<file path="src/rtl/detector_sentido.sv">
// Direction decoder for the parking counter: synchronises and debounces two
// light-barrier sensors, then tracks each car through the barrier zone.
module detector_sentido #(
    parameter int DEB_CYCLES = 4
) (
    input  logic clk,
    input  logic rst_n,
    input  logic sensor_a,
    input  logic sensor_b,
    output logic entrada,
    output logic salida,
    output logic error,
    output logic ocupado
);

    localparam int CW = $clog2(DEB_CYCLES + 1);
    localparam logic [CW-1:0] CNT_MAX  = CW'(DEB_CYCLES - 1);
    localparam logic [CW-1:0] CNT_ZERO = {CW{1'b0}};
    localparam logic [CW-1:0] CNT_ONE  = CW'(1);

    typedef enum logic [2:0] {
        ST_IDLE = 3'd0,
        ST_E1   = 3'd1,
        ST_E2   = 3'd2,
        ST_E3   = 3'd3,
        ST_S1   = 3'd4,
        ST_S2   = 3'd5,
        ST_S3   = 3'd6,
        ST_WAIT = 3'd7
    } state_t;

    // Bit 1 carries sensor A, bit 0 carries sensor B throughout.
    logic [1:0]    s1_r;
    logic [1:0]    s2_r;
    logic [1:0]    filt_r;
    logic [CW-1:0] cnt_r [2];

    state_t state_r, state_nxt_s;
    logic   entrada_r, salida_r, error_r, ocupado_r;
    logic   entrada_nxt_s, salida_nxt_s, error_nxt_s;

    // Two-flop synchroniser for both raw barrier inputs
    always_ff @(posedge clk or negedge rst_n) begin
        if (!rst_n) begin
            s1_r <= 2'b00;
            s2_r <= 2'b00;
        end else begin
            s1_r <= {sensor_a, sensor_b};
            s2_r <= s1_r;
        end
    end

    // Per-sensor debouncer: a new level must persist DEB_CYCLES cycles
    always_ff @(posedge clk or negedge rst_n) begin
        if (!rst_n) begin
            filt_r <= 2'b00;
            for (int i = 0; i < 2; i++) cnt_r[i] <= CNT_ZERO;
        end else begin
            for (int i = 0; i < 2; i++) begin
                if (s2_r[i] == filt_r[i]) begin
                    cnt_r[i] <= CNT_ZERO;
                end else if (cnt_r[i] == CNT_MAX) begin
                    filt_r[i] <= s2_r[i];
                    cnt_r[i]  <= CNT_ZERO;
                end else begin
                    cnt_r[i] <= cnt_r[i] + CNT_ONE;
                end
            end
        end
    end

    // Direction FSM next-state and event decode on the filtered {a,b} pair
    always_comb begin
        state_nxt_s   = state_r;
        entrada_nxt_s = 1'b0;
        salida_nxt_s  = 1'b0;
        error_nxt_s   = 1'b0;
        case (state_r)
            ST_IDLE: case (filt_r)
                2'b10:   state_nxt_s = ST_E1;
                2'b01:   state_nxt_s = ST_S1;
                2'b11:   state_nxt_s = ST_WAIT;
                default: state_nxt_s = ST_IDLE;
            endcase
            ST_E1: case (filt_r)
                2'b11:   state_nxt_s = ST_E2;
                2'b00:   state_nxt_s = ST_IDLE;
                2'b01:   state_nxt_s = ST_WAIT;
                default: state_nxt_s = ST_E1;
            endcase
            ST_E2: case (filt_r)
                2'b01:   state_nxt_s = ST_E3;
                2'b10:   state_nxt_s = ST_E1;
                2'b00:   state_nxt_s = ST_WAIT;
                default: state_nxt_s = ST_E2;
            endcase
            ST_E3: case (filt_r)
                2'b00: begin
                    state_nxt_s   = ST_IDLE;
                    entrada_nxt_s = 1'b1;
                end
                2'b11:   state_nxt_s = ST_E2;
                2'b10:   state_nxt_s = ST_WAIT;
                default: state_nxt_s = ST_E3;
            endcase
            ST_S1: case (filt_r)
                2'b11:   state_nxt_s = ST_S2;
                2'b00:   state_nxt_s = ST_IDLE;
                2'b10:   state_nxt_s = ST_WAIT;
                default: state_nxt_s = ST_S1;
            endcase
            ST_S2: case (filt_r)
                2'b10:   state_nxt_s = ST_S3;
                2'b01:   state_nxt_s = ST_S1;
                2'b00:   state_nxt_s = ST_WAIT;
                default: state_nxt_s = ST_S2;
            endcase
            ST_S3: case (filt_r)
                2'b00: begin
                    state_nxt_s  = ST_IDLE;
                    salida_nxt_s = 1'b1;
                end
                2'b11:   state_nxt_s = ST_S2;
                2'b01:   state_nxt_s = ST_WAIT;
                default: state_nxt_s = ST_S3;
            endcase
            ST_WAIT: begin
                if (filt_r == 2'b00) begin
                    state_nxt_s = ST_IDLE;
                end else begin
                    state_nxt_s = ST_WAIT;
                end
            end
            default: state_nxt_s = ST_IDLE;
        endcase
        // Error fires only on the entry edge into WAIT, not while it is held
        if ((state_nxt_s == ST_WAIT) && (state_r != ST_WAIT)) begin
            error_nxt_s = 1'b1;
        end else begin
            error_nxt_s = 1'b0;
        end
    end

    // State and output registers; ocupado tracks the registered state
    always_ff @(posedge clk or negedge rst_n) begin
        if (!rst_n) begin
            state_r   <= ST_IDLE;
            entrada_r <= 1'b0;
            salida_r  <= 1'b0;
            error_r   <= 1'b0;
            ocupado_r <= 1'b0;
        end else begin
            state_r   <= state_nxt_s;
            entrada_r <= entrada_nxt_s;
            salida_r  <= salida_nxt_s;
            error_r   <= error_nxt_s;
            ocupado_r <= (state_nxt_s != ST_IDLE);
        end
    end

    assign entrada = entrada_r;
    assign salida  = salida_r;
    assign error   = error_r;
    assign ocupado = ocupado_r;

endmodule

</file>
<file path="config.mk">
export PLATFORM = sky130hd
export DESIGN_NAME = detector_sentido
export DESIGN_NICKNAME = d
export VERILOG_FILES = /design/src/rtl/detector_sentido.sv
export SDC_FILE = /design/constraint.sdc
export NUM_CORES = 1
export LEC_CHECK = 0
export CAP_MARGIN = 20
export CORE_MARGIN = 3
export CORE_UTILIZATION = 59
export DETAILED_ROUTE_END_ITERATION = 10
export GPL_TIMING_DRIVEN = 0
export PLACE_DENSITY = 0.81
export SETUP_SLACK_MARGIN = 0.4
export SYNTH_ARGS = -nofsm -noshare
export SYNTH_HDL_FRONTEND = slang
export SYNTH_SLANG_ARGS = --single-unit
</file>
<file path="constraint.sdc">
create_clock -name clk -period 3.8 [get_ports clk]
set_input_delay 0.38 -clock clk [delete_from_list [all_inputs] [get_ports clk]]
set_output_delay 0.38 -clock clk [all_outputs]
set_load 0.01 [all_outputs]
</file>
==> impl_metrics.tcl <==
set metrics [dict create \
    status "complete, no violations" \
    post_drt_wl_per_cell_um 13.4 \
    routed_wirelength_mm 1.50 \
    cts_tree "built" \
    fin_tns_setup_ns 0 \
    final_hold_viol_count 0 \
    area_growth_pct 11.8 \
    p_seq_share_pct 35.2 \
    grt_pass1_vias 610 \
    grt_first_pass_wirelength_mm 2.63 \
    cts_buffers 3 \
    setup_viol 0 \
    num_antenna_cells 0 \
    htree_levels 1 \
    pre_cts_ws_ns 1.82 \
    cts_resized 0 \
    utilization_pct 71.3 \
    cpPeakStageDelay_ns 0.48 \
    r2r_cells 6 \
    tightest_slew_ns 0.768 \
    synth_cells 85 \
    hold_depth 0 \
    swShare_pct 39.3 \
    placed_cells 108 \
    root_buffer "clkbuf_4" \
    boundaryPins 8 \
    p_sw_mw 0.355 \
    design_power_total_mw 0.903 \
    firstDrtPassIters 4 \
    top_usage_layer "met2" \
    rows 14 \
    grt_max_degree 20 \
    antenna_left 0 \
    synth_top_cells_by_area "dfrtp_1 (48%), ha_1 (11%), nor3b_1 (3.8%), nor2b_1 (3.2%), a31oi_4 (2.2%)" \
    fmax_mhz 504 \
    synth_top_area_share_pct 48.3 \
    cp_max_fo 7 \
    layout-drive-gt1-share_pct 12.5 \
    drc 0 \
    initial_core_util_pct 63.8 \
    syn_avg_cell_area_um2 11.6 \
    combPwrFrac_pct 54.1 \
    dp_hpwl_mm 1.16 \
    ys_types 34 \
    syn_nets 98 \
    setup_ws_ns 1.82 \
    skew_ns 0.00274 \
    use_met1_pct 22.9 \
    critPathRequiredTime_ns 3.98 \
    yosys_warnings 0 \
    cap_violations 0 \
    maxSlewViolCount 0 \
    slew_headroom_pct 48.7 \
    yosysTopAreaCell "dfrtp_1" \
    dpl_cell_area_mm2 0.00107 \
    layout_commonest_cell "dfrtp_1" \
    hold-worst-slack_ns 0.370 \
    gp_congestion 0.876 \
    crit_chain "inv_1, ha_1, mux2_4, a221o_1, a31oi_4, o211ai_1" \
    port_buffers 7 \
    core_mm2 0.00154 \
    p_clk_share_pct 10.7 \
    most-common-layout-cells "dfrtp_1 (19), ha_1 (9), clkdlybuf4s50_1 (7)" \
    cts_buffer_depth 2 \
    antenna_found_initial 0 \
    crit_type "reg -> reg" \
    cts_hold_buf 0 \
    crit_arrival_ns 2.16 \
    vias_per_cell 5.86 \
    final_cells 112 \
    dieArea_mm2 0.00219 \
    cts_setup_buffers 0 \
    peakVddDrop_mv 0.464 \
    slowest_stage "dfrtp_1" \
    critPathLaunchType "register" \
    met3_usage_pct 7.28 \
    drt_iter0_drc 10 \
    overflow 0 \
    use_met2_pct 26.3 \
    cts.sinks 19 \
    hp-class "reg -> reg" \
    grt_util_all_layers_pct 17.3 \
    period_needed_ns 1.98 \
    p_leak_nw 0.513 \
    p_int_mw 0.548 \
    p_per_area_mw_per_mm2 821 \
    die-height_um 46.8 \
    clkTransAtPathRegs_ns 0.09 \
    clock_latency_ns 0.29 \
    vias 656 \
    end_kind "register" \
    fin_area_mm2 0.00110 \
    final_nets 110 \
    post-route-period-util_pct 52.2 \
    die_width_um 46.8 \
    ys_seq_area_share_pct 48.3 \
    yosys_register_bits 19 \
    netlist_area_um2 983 \
    rsz0062_at_grt "no" \
]
[path summary, 6_finish.rpt]
check                          start       to  slack [ns]
max                        filt_r[1]  ocupado        1.82
min                          s1_r[1]  s2_r[1]        0.37
max reg2reg                filt_r[1]  ocupado        1.82
min reg2reg                  s1_r[1]  s2_r[1]        0.37
max in group asynchronous      rst_n  s1_r[0]        2.79
min in group asynchronous      rst_n  entrada        0.53
[layout make-up]
class                           instances  area [µm²]
Buffer                                  3        23.8
Clock buffer                            4        26.3
Tap cell                               16        20.0
Sequential cell                        19         475
Fill cell                             118         442
Timing Repair Buffer                    7        70.1
Multi-Input combinational cell         58         465
Inverter                                5        18.8
[critical path: cells and delay by family, from the launching register on]
family          cells  cell delay [ns]
fa+ha+maj           1             0.32
buf+inv             1             0.12
flops               1             0.48
mux                 1             0.26
compound gates      3             0.69
[kinds of logic after synthesis]
| group | count (synthesis) | share of synthesized area [%] |
|---|---|---|
| simple gates | 29 | 17.6 |
| flops | 19 | 48.3 |
| compound gates | 15 | 12.9 |
| fa+ha+maj | 9 | 11.5 |
| buf+inv | 8 | 4.33 |
| mux | 3 | 3.69 |
| xor+xnor | 2 | 1.78 |
[sequential cells by signal, summed over array words and instances, names as in the netlist]
name	count
state_r	3
salida	1
s1_r	2
error	1
ocupado	1
cnt_r	6
filt_r	2
entrada	1
s2_r	2
[power by group through the flow]
stage                     clock network (mW)  logic [mW]  registers, mW
after floorplan                            0       0.380          0.315
after global placement                     0       0.477          0.320
after detailed placement                   0       0.487          0.324
after CTS                              0.103       0.491          0.319
after global routing                   0.114       0.551          0.329
final                                 0.0970       0.488          0.318
[layer usage]
| layer | vias up | part of all wire, % |
|---|---|---|
| met1 | 316 | 47 |
| met4 | 0 | 1.3 |
| met2 | 16 | 47 |
| met5 | - | 0 |
| met3 | 4 | 4.8 |
| li1 | 320 | - |
[cell usage after synthesis]
master,instances
dfrtp_1,19
ha_1,9
inv_1,5
nor2_1,5
nor2b_1,5
nor3b_1,5
nand2_1,4
o21ai_0,4
and2b_1,2
nor3_1,2
xnor2_1,2
a211o_2,1
a21oi_1,1
a221o_1,1
a31oi_4,1
and2b_2,1
and3_1,1
buf_2,1
buf_4,1
buf_6,1
mux2_2,1
mux2_4,1
mux2i_1,1
nand3_1,1
nor4_1,1
nor4b_1,1
o2111ai_1,1
o211ai_1,1
o21ba_2,1
o21bai_1,1
o22ai_1,1
o311a_1,1
o32a_1,1
or4b_1,1
No activity file was read; power rests on OpenSTA's default activity.
